===== config.mk =====
export PLATFORM = sky130hd
export DESIGN_NAME = seq_div
export DESIGN_NICKNAME = d
export VERILOG_FILES = /design/src/rtl/seq_div_pkg.sv /design/src/rtl/seq_div_step.sv /design/src/rtl/seq_div.sv
export SDC_FILE = /design/constraint.sdc
export NUM_CORES = 1
export LEC_CHECK = 0
export CAP_MARGIN = 20
export CORE_ASPECT_RATIO = 0.8
export CORE_MARGIN = 2
export CORE_UTILIZATION = 53
export DETAILED_ROUTE_END_ITERATION = 10
export PLACE_DENSITY = 0.79
export RECOVER_POWER = 100
export SYNTH_ARGS = -nofsm -noshare
export SYNTH_HDL_FRONTEND = slang
export SYNTH_SLANG_ARGS = --single-unit

===== constraint.sdc =====
create_clock -name clk -period 2.9 [get_ports clk]
set_input_delay 0.58 -clock clk [delete_from_list [all_inputs] [get_ports clk]]
set_output_delay 0.58 -clock clk [all_outputs]
set_load 0.02 [all_outputs]

===== src/rtl/seq_div_pkg.sv =====
`default_nettype none
// ============================================================================
//  Module   : seq_div_pkg
//  Brief    : Shared constants for the sequential signed divider: default
//             operand widths and the controller state encoding.
//  Revision : 1.0  initial release
// ============================================================================
package seq_div_pkg;

   // Default operand widths (dividend/quotient, divisor/remainder)
   localparam int DIVIDEND_W_DEF = 8;
   localparam int DIVISOR_W_DEF  = 4;

   // Controller state enumeration
   localparam int         STATE_W = 2;
   localparam logic [1:0] S_IDLE  = 2'd0;
   localparam logic [1:0] S_CALC  = 2'd1;
   localparam logic [1:0] S_DONE  = 2'd2;

   typedef logic [STATE_W-1:0] state_t;

endpackage : seq_div_pkg
`default_nettype wire


===== src/rtl/seq_div_step.sv =====
`default_nettype none
// ============================================================================
//  Module   : seq_div_step
//  Brief    : One restoring-division iteration on unsigned magnitudes:
//             shift partial remainder, bring in next dividend bit, trial
//             subtract divisor magnitude, keep or restore, emit quotient bit.
//  Revision : 1.0  initial release
// ============================================================================
module seq_div_step
   import seq_div_pkg::*;
#(
   parameter int DIVISOR_W = DIVISOR_W_DEF
) (
   input  logic [DIVISOR_W:0]   rem_in,
   input  logic                 bit_in,
   input  logic [DIVISOR_W-1:0] dvsr_mag,
   output logic [DIVISOR_W:0]   rem_out,
   output logic                 q_bit
);

   logic [DIVISOR_W:0]   shifted;
   logic [DIVISOR_W+1:0] diff;

   // The partial remainder is always below the divisor magnitude
   // (at most 2^(DIVISOR_W-1)), so its MSB is zero and drops out of the shift.
   logic unused_rem_msb;
   assign unused_rem_msb = rem_in[DIVISOR_W];

   // Shift, trial-subtract, and select kept or restored remainder
   always_comb begin
      shifted = {rem_in[DIVISOR_W-1:0], bit_in};
      diff    = {1'b0, shifted} - {2'b00, dvsr_mag};
      q_bit   = ~diff[DIVISOR_W+1];
      rem_out = q_bit ? diff[DIVISOR_W:0] : shifted;
   end

endmodule : seq_div_step
`default_nettype wire


===== src/rtl/seq_div.sv =====
`default_nettype none
// ============================================================================
//  Module   : seq_div
//  Brief    : Sequential signed divider, truncating toward zero. One
//             restoring step per clock on operand magnitudes, sign fix-up on
//             the final step. Divide-by-zero and most-negative / -1 overflow
//             are flagged.
//  Config   : SEQ_DIV_REMAINDER_EN - when defined the signed remainder is
//             produced; otherwise remainder_o is tied to zero.
//  Revision : 1.0  initial release
// ============================================================================
module seq_div
   import seq_div_pkg::*;
#(
   parameter int DIVIDEND_W = DIVIDEND_W_DEF,
   parameter int DIVISOR_W  = DIVISOR_W_DEF
) (
   input  logic                  clk,
   input  logic                  rst,
   input  logic                  start,
   input  logic [DIVIDEND_W-1:0] dividend_i,
   input  logic [DIVISOR_W-1:0]  divisor_i,
   output logic                  busy_o,
   output logic                  done_o,
   output logic [DIVIDEND_W-1:0] quotient_o,
   output logic [DIVISOR_W-1:0]  remainder_o,
   output logic                  dbz_o,
   output logic                  ovf_o
);

   localparam int                 CNT_W    = $clog2(DIVIDEND_W + 1);
   localparam logic [CNT_W-1:0]   LAST_CNT = CNT_W'(DIVIDEND_W - 1);
   localparam logic [DIVIDEND_W-1:0] DVD_MIN = {1'b1, {(DIVIDEND_W-1){1'b0}}};

   state_t                state;
   logic [CNT_W-1:0]      cnt;
   logic [DIVISOR_W:0]    rem;
   logic [DIVIDEND_W-1:0] dvd;        // dividend magnitude, quotient shifts in at LSB
   logic [DIVISOR_W-1:0]  dvsr_mag;
   logic                  neg_q;
   logic                  ovf_pend;

   logic                  dvd_neg;
   logic                  dvsr_neg;
   logic [DIVIDEND_W-1:0] dvd_mag_in;
   logic [DIVISOR_W-1:0]  dvsr_mag_in;
   logic                  dvsr_zero;
   logic                  ovf_in;
   logic                  accept;
   logic                  last_step;

   logic [DIVISOR_W:0]    step_rem;
   logic                  step_q;
   logic [DIVIDEND_W-1:0] step_quot;
   logic [DIVIDEND_W-1:0] quot_signed;

   // Operand magnitudes and special-case detection on the raw inputs
   always_comb begin
      dvd_neg     = dividend_i[DIVIDEND_W-1];
      dvsr_neg    = divisor_i[DIVISOR_W-1];
      dvd_mag_in  = dvd_neg  ? (~dividend_i + DIVIDEND_W'(1)) : dividend_i;
      dvsr_mag_in = dvsr_neg ? (~divisor_i  + DIVISOR_W'(1))  : divisor_i;
      dvsr_zero   = (divisor_i == '0);
      ovf_in      = (dividend_i == DVD_MIN) && (divisor_i == '1);
   end

   assign accept    = (state == S_IDLE) && start;
   assign last_step = (state == S_CALC) && (cnt == LAST_CNT);
   assign busy_o    = (state != S_IDLE);
   assign done_o    = (state == S_DONE);

   seq_div_step #(
      .DIVISOR_W (DIVISOR_W)
   ) u_step (
      .rem_in   (rem),
      .bit_in   (dvd[DIVIDEND_W-1]),
      .dvsr_mag (dvsr_mag),
      .rem_out  (step_rem),
      .q_bit    (step_q)
   );

   // Quotient after the current step, sign-corrected for the final load.
   // For most-negative / -1 the magnitude 2^(W-1) wraps to the most-negative
   // code, which is exactly the required saturated quotient.
   always_comb begin
      step_quot   = {dvd[DIVIDEND_W-2:0], step_q};
      quot_signed = neg_q ? (~step_quot + DIVIDEND_W'(1)) : step_quot;
   end

   // Controller, datapath registers and quotient/flag result registers
   always_ff @(posedge clk or negedge rst) begin
      if (!rst) begin
         state      <= S_IDLE;
         cnt        <= '0;
         rem        <= '0;
         dvd        <= '0;
         dvsr_mag   <= '0;
         neg_q      <= 1'b0;
         ovf_pend   <= 1'b0;
         quotient_o <= '0;
         dbz_o      <= 1'b0;
         ovf_o      <= 1'b0;
      end else begin
         case (state)
            S_IDLE: begin
               if (start) begin
                  if (dvsr_zero) begin
                     state      <= S_DONE;
                     quotient_o <= '1;
                     dbz_o      <= 1'b1;
                     ovf_o      <= 1'b0;
                  end else begin
                     state    <= S_CALC;
                     cnt      <= '0;
                     rem      <= '0;
                     dvd      <= dvd_mag_in;
                     dvsr_mag <= dvsr_mag_in;
                     neg_q    <= dvd_neg ^ dvsr_neg;
                     ovf_pend <= ovf_in;
                  end
               end
            end
            S_CALC: begin
               rem <= step_rem;
               dvd <= step_quot;
               cnt <= cnt + CNT_W'(1);
               if (cnt == LAST_CNT) begin
                  state      <= S_DONE;
                  quotient_o <= quot_signed;
                  dbz_o      <= 1'b0;
                  ovf_o      <= ovf_pend;
               end
            end
            S_DONE: begin
               state <= S_IDLE;
            end
            default: begin
               state <= S_IDLE;
            end
         endcase
      end
   end

`ifdef SEQ_DIV_REMAINDER_EN
   logic                 neg_r;
   logic [DIVISOR_W-1:0] rem_mag;
   logic [DIVISOR_W-1:0] rem_signed;

   // Remainder takes the dividend's sign; magnitude is below |divisor|
   always_comb begin
      rem_mag    = step_rem[DIVISOR_W-1:0];
      rem_signed = neg_r ? (~rem_mag + DIVISOR_W'(1)) : rem_mag;
   end

   // Remainder sign capture and remainder result register
   always_ff @(posedge clk or negedge rst) begin
      if (!rst) begin
         neg_r       <= 1'b0;
         remainder_o <= '0;
      end else begin
         if (accept) begin
            neg_r <= dvd_neg;
            if (dvsr_zero) begin
               remainder_o <= '0;
            end
         end
         if (last_step) begin
            remainder_o <= rem_signed;
         end
      end
   end
`else
   assign remainder_o = '0;
`endif

endmodule : seq_div
`default_nettype wire


==> results of run 1 <==
==> routing by layer <==
layer  track usage  wire length, um  up-vias  share of wire
li1              -                -      774              -
met1        0.2966             1958      714           0.49
met2        0.3312             1792       52           0.45
met3       0.04623              200        2          0.050
met4       0.05820               17        0         0.0043
met5             0                0        -              0
==> cells in the final DEF (no fill, tap or decap), types with 7 or more instances in the layout <==
cell type | netlist | layout
ha_1 | 9 | 9
dfrtp_1 | 34 | 34
nand2_1 | 24 | 24
xor2_1 | 8 | 8
mux2i_1 | 7 | 7
clkdlybuf4s50_1 | 0 | 12
inv_1 | 13 | 13
nor2_1 | 24 | 24
o21ai_0 | 6 | 13
dlygate4sd3_1 | 0 | 14
==> worst max-delay path by stage <==
stage                                endpoint  slack [ns]
floorplan           quotient_o[6]$_DFFE_PN0P_        0.75
global placement           cnt[3]$_DFFE_PN0P_        0.51
detailed placement         cnt[3]$_DFFE_PN0P_        0.49
CTS                 quotient_o[6]$_DFFE_PN0P_        0.73
global route               rem[0]$_DFFE_PN0P_        0.32
finish                     rem[0]$_DFFE_PN0P_        0.52
==> report_power, final <==
part,internal (mW),switching [mW]
registers,0.690,0.191
logic,0.520,0.662
clock network,0.168,0.182
total,1.38,1.03
==> registers in the layout, summed over array words and instances, names as in the netlist <==
register,flops
dbz_o,1
quotient_o,8
neg_q,1
ovf_o,1
ovf_pend,1
cnt,4
rem,4
dvsr_mag,4
state,2
dvd,8
==> area by class of cell <==
| cell class | count | area, um2 |
|---|---|---|
| multi-input combinational | 155 | 1013 |
| tap | 42 | 52.55 |
| fill | 290 | 1180 |
| sequential | 34 | 850.8 |
| timing repair buffer | 30 | 282.8 |
| clock buffer | 5 | 68.82 |
| clock inverter | 3 | 21.27 |
| inverter | 13 | 48.80 |
==> critical path, stage by stage <==
cell           delay (ns)
dlygate4sd3_1        0.55
inv_1                0.10
ha_1                 0.21
a311o_1              0.44
clkbuf_1             0.44
nand2_1              0.09
o311ai_0             0.13
==> cells by family after synthesis <==
| group | count (synthesis) | share of synthesized area |
|---|---|---|
| simple gates | 71 | 0.1665 |
| compound gates | 49 | 0.1758 |
| flops | 34 | 0.4255 |
| buf+inv | 27 | 0.06758 |
| xor+xnor | 14 | 0.06133 |
| fa+ha+maj | 10 | 0.06633 |
| mux | 7 | 0.03505 |
| other cells | 1 | 0.001876 |
==> qor.log, run 1 <==
qor: worst_hold_path.worst_hold_path.endpoint dbz_o$_DFFE_PN0P_
qor: synthesis.async_set_or_reset_flop_fraction_in_the_synthesized_netlist 1.000
qor: synthesis.ys_top_cells_by_count dfrtp_1 (34), nand2_1 (24), nor2_1 (24)
qor: critical_path.critical_path_required 3.06 ns
qor: critical_path.critPathMaxFanout 11
qor: floorplan.floorplan.die.height 58.94 um
qor: sta.setup-tns-final 0 ns
qor: clock_network.cts-buffers-inserted 5
qor: clock_network.tritoncts yes
qor: synthesis.synth_edf_count 0
qor: clock_network.cts_max_path_buffers 2
qor: route.wl 3.968 mm
qor: synthesis.yosysUniqueCellTypes 46
qor: grt.globalRouteTotalUtil 0.2107
qor: final_layout.layout.cells.non_filler 282
qor: sta.final.hold.worst_slack 0.5044 ns
qor: placed_design.port-buffer-count 26
qor: floorplan.io-pin-count 31
qor: flow_run.timing.max_cap.violations 0
qor: floorplan.dieWidth 72.67 um
qor: sta.worst-slew-pin-transition 0.8839 ns
qor: final_layout.area_delta_synth_final 16.96%
qor: worst_hold_path.holdCritStartpoint dbz_o$_DFFE_PN0P_
qor: final_layout.layout-drive-gt1-share 0.08333
qor: critical_path.timing.critical_path.from_type input port
qor: clock_network.ctsHoldBuffers 0
qor: sta.timing.fmax 0.4198 GHz
qor: clock_network.post_cts.repair.setup_buffers 0
qor: clock_network.worst_skew_pair.late_latency 0.29 ns
qor: floorplan.floorplan.die_area 0.004283 mm2
qor: placed_design.placed_cells_incl_taps 274
qor: clock_network.cts_num_sinks 34
qor: final_layout.nNetsFinal 264
qor: placed_design.placedInstanceArea 0.002267 mm2
qor: synthesis.yosys.cell_count.top_type dfrtp_1
qor: worst_hold_path.worst_hold_path.num_cells 2
qor: clock_network.cts_resized 0
qor: grt.grt_antenna_before_repair 0
qor: critical_path.reg2reg_setup_slack 0.71 ns
qor: route.drtAntennaViolNets 0
qor: sta.report.final.slew_viol_count 0
qor: placed_design.gp_routability_congestion 0.8826
qor: synthesis.synthesis.yosys.warnings 0
qor: clock_network.clk_transition_reported_paths 0.08 ns
qor: final_layout.diodes 0
qor: synthesis.synth_top_cell_by_area dfrtp_1
qor: final_layout.post-route-util 0.6647
qor: grt.grt_max_degree 35
qor: sta.setup_viol 0
qor: placed_design.hpwlAfterDp 2.996 mm
qor: critical_path.end_kind flop
qor: power.pwr_density_cell 1032 mW/mm2
qor: route.routed-via-count 1,542
qor: synthesis.synthCells 213
qor: critical_path.timing.critical_path.arrival 2.54 ns
qor: grt.global_route.overflow_total 0
qor: critical_path.worst-setup-path-type input port to flop
qor: synthesis.main_area_contributors_after_synthesis dfrtp_1 (43%), ha_1 (5.6%), nand2_1 (4.5%)
qor: sta.max-slew-margin-rel 0.4095
qor: power.finalPower 2.414 mW
qor: route.post-route-drc-count 0
qor: power.ir_worst_vdd 0.0004225 V
qor: grt.vias_in_the_first_global_route 1,450
qor: floorplan.placement_rows 19
qor: sta.fin_crit 2.382 ns
qor: power.power_leakage 1.021 nW
qor: route.routedWlPerCell 14.07 um
qor: synthesis.synthesized_flop_and_latch_total 34
qor: placed_design.dpl_worst_slack 0.4879 ns
qor: clock_network.cts.root.buffer_cell clkbuf_8
qor: synthesis.post-synth-top-area-fraction 0.4255
qor: synthesis.yosysSeqAreaShare 0.4255
qor: outcome.result_of_the_run finished, final reports clean
qor: critical_path.critical_path.reg2reg.endpoint quotient_o[7]$_DFFE_PN0P_
qor: route.drt-vias-per-instance 5.468
qor: route.drt_first_pass_iters 5
qor: synthesis.synthesis.area 0.001999 mm2
qor: sta.rsz0062_at_grt no
qor: sta.final.setup.worst_slack 0.5177 ns
qor: floorplan.design.core.area 0.003518 mm2
qor: critical_path.worst_case_reg_to_reg_path_depth 5
qor: clock_network.htree_num_levels 2
qor: sta.timing.final.crit_share 0.8215
qor: synthesis.ys_dominant_reg_cell dfrtp_1
qor: critical_path.crit_path_start divisor_i[0]
qor: sta.timing_hold_violations_final 0
qor: grt.grt_first_pass_wirelength 6.844 mm
qor: route.drt-initial-drc-count 114
qor: final_layout.stdcell_area 0.002338 mm2
qor: floorplan.start_util 0.5683
qor: synthesis.synth_area_per_cell 9.387 um2
qor: worst_hold_path.min_path_type flop to flop
qor: critical_path.r2r-start state[0]$_DFFE_PN0P_
qor: sta.clock_skew 0.008052 ns
(Power assumes the default switching activity.)
==> inputs of run 2 (changes only) <==
==> constraint.sdc (replaced) <==
create_clock -name clk -period 2.29 [get_ports clk]
set_input_delay 0.458 -clock clk [delete_from_list [all_inputs] [get_ports clk]]
set_output_delay 0.458 -clock clk [all_outputs]
set_load 0.02 [all_outputs]
==> run 2 against run 1 <==
  * Sequential share of layout area is 0.93 points lower
  * Routed wire length grew 3.2%
  * Clock skew is 0.0039 ns lower
  * Critical path depth grew 2
  * Worst hold slack got worse by 0.0029 ns
  * Final cell count grew 2.8%
  * Largest cell class unchanged
==> qor.log, run 2 (same netlist as run 1, synthesis figures left out) <==
qor: outcome.result_of_the_run finished, final reports clean
qor: sta.report.final.slew_viol_count 0
qor: critical_path.end_kind flop
qor: grt.grt_use_met2 0.3429
qor: route.wl 4.095 mm
qor: critical_path.critical_path.reg2reg.endpoint quotient_o[6]$_DFFE_PN0P_
qor: grt.global_route.overflow_total 0
qor: power.ir_worst_vdd 0.0006046 V
qor: floorplan.floorplan.die.height 58.94 um
qor: clock_network.htree_num_levels 2
qor: clock_network.worst_skew_pair.late_latency 0.29 ns
qor: grt.use_met3 0.06336
qor: grt.met1_track_utilization_from_global_routing 0.2841
qor: final_layout.most_common_cell_after_layout_fill_and_taps_aside dfrtp_1
qor: floorplan.design.core.area 0.003518 mm2
qor: final_layout.area_delta_synth_final 20.02%
qor: clock_network.cts_num_sinks 34
qor: floorplan.start_util 0.5683
qor: grt.grt_antenna_before_repair 0
qor: sta.setup_viol 0
qor: route.routedWlPerCell 14.12 um
qor: grt.vias_in_the_first_global_route 1,547
qor: final_layout.stdcell_area 0.002400 mm2
qor: final_layout.layout-drive-gt1-share 0.1089
qor: final_layout.largest_registers dvd: 8 flops, quotient_o: 8 flops
qor: worst_hold_path.holdCritStartpoint dvsr_mag[3]$_DFFE_PN0P_
qor: worst_hold_path.worst_hold_path.endpoint dvsr_mag[3]$_DFFE_PN0P_
qor: sta.setup-tns-final 0 ns
qor: sta.final.hold.worst_slack 0.5015 ns
qor: grt.global_route.peak_usage_layer met2
qor: floorplan.floorplan.die_area 0.004283 mm2
qor: critical_path.critical_path_required 2.45 ns
qor: grt.grt_first_pass_wirelength 6.975 mm
qor: route.post-route-drc-count 0
qor: critical_path.r2r-start rem[1]$_DFFE_PN0P_
qor: clock_network.cts.root.buffer_cell clkbuf_8
qor: placed_design.placed_cells_incl_taps 282
qor: worst_hold_path.worst_hold_path.num_cells 2
qor: placed_design.port-buffer-count 26
qor: grt.globalRouteTotalUtil 0.2201
qor: flow_run.timing.max_cap.violations 0
qor: critical_path.worst-setup-path-type flop to flop
qor: grt.grt_max_degree 35
qor: route.routed-via-count 1,598
qor: floorplan.placement_rows 19
qor: placed_design.hpwlAfterDp 3.104 mm
qor: critical_path.reg2reg_setup_slack 0.17 ns
qor: placed_design.gp_routability_congestion 0.8117
qor: sta.timing_hold_violations_final 0
qor: sta.timing.fmax 0.4727 GHz
qor: final_layout.nNetsFinal 273
qor: critical_path.timing.critical_path.from_type flop
qor: critical_path.timing.critical_path.slowest_cell_delay 0.40 ns
qor: clock_network.cts-buffers-inserted 5
qor: critical_path.worst_case_reg_to_reg_path_depth 9
qor: floorplan.io-pin-count 31
qor: clock_network.ctsHoldBuffers 0
qor: sta.fin_crit 2.116 ns
qor: final_layout.layout_common_cells dfrtp_1 (34), nor2_1 (24), nand2_1 (24)
qor: sta.max-slew-margin-rel 0.4324
qor: critical_path.critPathMaxFanout 5
qor: power.pwr_density_cell 1298 mW/mm2
qor: power.power_leakage 1.058 nW
qor: clock_network.clk_transition_reported_paths 0.07 ns
qor: floorplan.dieWidth 72.67 um
qor: worst_hold_path.min_path_type flop to flop
qor: placed_design.placedInstanceArea 0.002327 mm2
qor: critical_path.timing.critical_path.arrival 2.28 ns
qor: sta.worst-slew-pin-transition 0.8514 ns
qor: route.drt_first_pass_iters 4
qor: critical_path.cpMaxStageDelayCell dfrtp_1
qor: sta.timing.final.crit_share 0.9238
qor: clock_network.tritoncts yes
qor: clock_network.cts_max_path_buffers 2
qor: final_layout.diodes 0
qor: critical_path.crit_top_cell ha_1
qor: route.drt-vias-per-instance 5.510
qor: final_layout.layout.cells.non_filler 290
qor: route.drt-initial-drc-count 105
qor: route.drtAntennaViolNets 0
qor: sta.clock_skew 0.004147 ns
qor: critical_path.critical_path.cell_chain ha_1 -> o21ai_1 -> a21oi_2 -> nor3_2 -> ha_1 -> nand2_1 -> o31ai_2 -> xor2_1 -> a31oi_1
## run 2: metal layers
layer	vias up	wire length (um)
met5	-	0
li1	793	-
met4	0	80
met3	7	246
met1	735	1984
met2	63	1784
## run 2: critical path: cells and delay by family, from the launching register on
family | cells | cell delay, ns
flops | 1 | 0.40
simple gates | 2 | 0.32
compound gates | 4 | 0.55
xor+xnor | 1 | 0.16
fa+ha+maj | 2 | 0.56
## run 2: final cells by class
type                    count  area (um2)
fillers                   304        1119
multi-input cells         155        1033
flip-flops and latches     34       850.8
repair buffers             39       337.8
clock buffers               7       76.32
well taps                  42       52.55
inverters                  13       48.80
## run 2: worst max-delay path by stage
| stage | start | endpoint | slack [ns] | depth (start not counted) |
|---|---|---|---|---|
| 2_1_floorplan | rem[1]$_DFFE_PN0P_ | quotient_o[6]$_DFFE_PN0P_ | 0.14 | 9 |
| 3_5_place_dp | dividend_i[0] | dvd[6]$_DFFE_PN0P_ | 0.04 | 8 |
| 4_1_cts | rem[1]$_DFFE_PN0P_ | quotient_o[6]$_DFFE_PN0P_ | 0.17 | 9 |
| 6_report | rem[1]$_DFFE_PN0P_ | quotient_o[6]$_DFFE_PN0P_ | 0.17 | 9 |
| 3_3_place_gp | divisor_i[0] | cnt[3]$_DFFE_PN0P_ | 0.08 | 6 |
| 5_1_grt | rem[1]$_DFFE_PN0P_ | quotient_o[6]$_DFFE_PN0P_ | -0.004 | 9 |
## run 2: through the flow
step             util  setup WS, ns  power, mW
5_1_grt        0.6821     -0.004416      3.371
3_5_place_dp   0.6615       0.03501      2.742
4_1_cts        0.6831        0.1659      3.159
2_1_floorplan       -        0.1385      2.208
6_report       0.6821        0.1744      3.115
3_3_place_gp   0.6615       0.07800      2.669
## run 2: repair_timing
action / 4_1_cts / 5_1_grt
setup endpoints to repair: 0 / 1
resized for setup: 0 / 2
setup buffers: 0 / 1
## run 2: power breakdown
group	total (mW)	internal, mW	switching, mW
Clock	0.422	0.209	0.213
Sequential	1.13	0.874	0.251
Combinational	1.57	0.698	0.870
Total	3.12	1.78	1.33
==> inputs of run 3 (changes only) <==
--- a/config.mk
+++ b/config.mk
@@ -8,9 +8,9 @@
 export CAP_MARGIN = 20
 export CORE_ASPECT_RATIO = 0.8
 export CORE_MARGIN = 2
-export CORE_UTILIZATION = 53
+export CORE_UTILIZATION = 55
 export DETAILED_ROUTE_END_ITERATION = 10
-export PLACE_DENSITY = 0.79
+export PLACE_DENSITY = 0.81
 export RECOVER_POWER = 100
 export SYNTH_ARGS = -nofsm -noshare
 export SYNTH_HDL_FRONTEND = slang
==> constraint.sdc (replaced) <==
create_clock -name clk -period 2.6 [get_ports clk]
set_input_delay 0.52 -clock clk [delete_from_list [all_inputs] [get_ports clk]]
set_output_delay 0.52 -clock clk [all_outputs]
set_load 0.02 [all_outputs]
==> run 3 against run 2 <==
  * Register-to-register slack improved by 0.24 ns
  * Non-clock buffer count down 6
  * Worst hold slack got worse by 0.021 ns
  * Routed wire length shrank 0.34%
  * Clock power up 42%
  * Critical path type is now input port to flop
  * Highest routed layer unchanged
==> qor.log, run 3 (same netlist as run 1, synthesis figures left out) <==
qor: power.power_frac_seq 0.336
qor: final_layout.diodes 0
qor: power.power.share.switching 0.4024
qor: final_layout.area_delta_synth_final 20.34%
qor: final_layout.largest_registers dvd: 8 flops, quotient_o: 8 flops
qor: critical_path.critPathMaxFanout 13
qor: power.power_leakage 1.060 nW
qor: route.drt_first_pass_iters 4
qor: power.finalPower 2.904 mW
qor: final_layout.layout-drive-gt1-share 0.09465
qor: clock_network.cts_resized 0
qor: power.internal-power 1.735 mW
qor: sta.report.final.slew_viol_count 0
qor: critical_path.worst-setup-path-type input port to flop
qor: floorplan.floorplan.die.height 57.93 um
qor: flow_run.timing.max_cap.violations 0
qor: outcome.result_of_the_run finished, final reports clean
qor: grt.grt_max_degree 35
qor: route.drt-initial-drc-count 121
qor: critical_path.timing.critical_path.from_type input port
qor: route.post-route-drc-count 0
qor: final_layout.most_common_cell_after_layout_fill_and_taps_aside dfrtp_1
qor: final_layout.layout_common_cells dfrtp_1 (34), nor2_1 (24), nand2_1 (24)
qor: final_layout.nNetsFinal 267
qor: sta.clock_skew 0.004202 ns
qor: sta.timing_hold_violations_final 0
qor: grt.grt_antenna_before_repair 0
qor: clock_network.worst_skew_pair.late_latency 0.30 ns
qor: critical_path.end_kind flop
qor: clock_network.ctsHoldBuffers 0
qor: floorplan.placement_rows 19
qor: clock_network.htree_num_levels 2
qor: critical_path.timing.critical_path.arrival 2.50 ns
qor: sta.timing.final.crit_share 0.8863
qor: final_layout.post-route-util 0.6980
qor: sta.rsz0062_at_grt no
qor: floorplan.dieWidth 71.41 um
qor: worst_hold_path.min_path_type flop to flop
qor: clock_network.tritoncts yes
qor: power.power.switching 1.169 mW
qor: grt.vias_in_the_first_global_route 1,492
qor: power.pwr-share-comb 0.458
qor: route.routedWlPerCell 14.32 um
qor: clock_network.cts-buffers-inserted 5
qor: sta.max-slew-margin-rel 0.3893
qor: clock_network.post_cts.repair.setup_buffers 0
qor: sta.fin_crit 2.304 ns
qor: clock_network.cts_num_sinks 34
qor: clock_network.cts_max_path_buffers 2
qor: grt.global_route.overflow_total 0
qor: sta.timing.fmax 0.4340 GHz
qor: power.clockPowerShare 0.206
qor: clock_network.clk_transition_reported_paths 0.07 ns
qor: placed_design.port-buffer-count 26
qor: sta.setup-tns-final 0 ns
qor: placed_design.hpwlAfterDp 3.189 mm
qor: floorplan.floorplan.die_area 0.004137 mm2
qor: route.wl 4.081 mm
qor: sta.worst-slew-pin-transition 0.9142 ns
qor: critical_path.critical_path_required 2.80 ns
qor: floorplan.start_util 0.5800
qor: power.ir_worst_vdd 0.0006055 V
qor: grt.globalRouteTotalUtil 0.2239
qor: clock_network.cts.root.buffer_cell clkbuf_8
qor: route.drtAntennaViolNets 0
qor: sta.setup_viol 0
qor: floorplan.design.core.area 0.003447 mm2
qor: grt.grt_first_pass_wirelength 7.003 mm
qor: floorplan.io-pin-count 31
qor: power.pwr_density_cell 1207 mW/mm2
qor: route.routed-via-count 1,616
qor: route.drt-vias-per-instance 5.670
qor: placed_design.gp_routability_congestion 0.8390
## run 3: changes by cell type in the layout (fill, tap and decap cells not counted), moves of 2 or more
cell	previous run	this run
bufinv_16	0	2
o21ai_0	12	14
clkbuf_1	6	2
o21ai_1	6	4
buf_4	7	4
## run 3: path summary, 6_finish.rpt
kind / from / to / slack, ns / depth (start not counted)
max in group asynchronous: rst / cnt[3]$_DFFE_PN0P_ / 1.24 / 2
min in group asynchronous: rst / state[0]$_DFFE_PN0P_ / 0.84 / 2
worst min-delay path: dvsr_mag[1]$_DFFE_PN0P_ / dvsr_mag[1]$_DFFE_PN0P_ / 0.48 / 2
worst min register to register: dvsr_mag[1]$_DFFE_PN0P_ / dvsr_mag[1]$_DFFE_PN0P_ / 0.48 / 2
worst max register to register: rem[0]$_DFFE_PN0P_ / quotient_o[6]$_DFFE_PN0P_ / 0.41 / 9
worst max-delay path: divisor_i[1] / dvd[0]$_DFFE_PN0P_ / 0.30 / 7
## run 3: worst max-delay path: stages
cell	delay (ns)
dlygate4sd3_1	0.59
inv_1	0.08
ha_1	0.19
a311o_1	0.38
clkbuf_1	0.46
a211oi_1	0.11
a21o_1	0.17
## run 3: power groups by stage
stage	Clock (mW)	Combinational, mW	Sequential [mW]
6_report	0.598	1.33	0.975
4_1_cts	0.597	1.41	0.977
3_5_place_dp	0	1.41	0.986
5_1_grt	0.621	1.49	1.01
3_3_place_gp	0	1.36	0.980
2_1_floorplan	0	0.921	1.02
## run 3: final cells by class
| type | instances | area [um2] |
|---|---|---|
| Multi-Input combinational cell | 155 | 1013 |
| Inverter | 13 | 48.80 |
| Sequential cell | 34 | 850.8 |
| Tap cell | 42 | 52.55 |
| Clock inverter | 3 | 68.82 |
| Timing Repair Buffer | 33 | 302.8 |
| Clock buffer | 5 | 68.82 |
| Fill cell | 281 | 1041 |
## run 3: per-layer routing
| metal | global-route usage | part of all wire | routed length (um) |
|---|---|---|---|
| met1 | 0.3060 | 0.46 | 1860 |
| met2 | 0.3452 | 0.45 | 1846 |
| met3 | 0.04174 | 0.065 | 264 |
| met4 | 0.1132 | 0.027 | 110 |
| met5 | 0 | 0 | 0 |
## run 3: per-stage QoR
step           worst slack [ns]  cells  instance area [um2]  hold WS (ns)
3_5_place_dp             0.2144    277                 2290        0.4699
2_1_floorplan            0.4485    216                 2011        0.2244
5_1_grt                  0.1442    285                 2406        0.5143
4_1_cts                  0.4248    285                 2427        0.4861
6_report                 0.2956    285                 2406        0.4808
3_3_place_gp             0.2666    277                 2290        0.4749
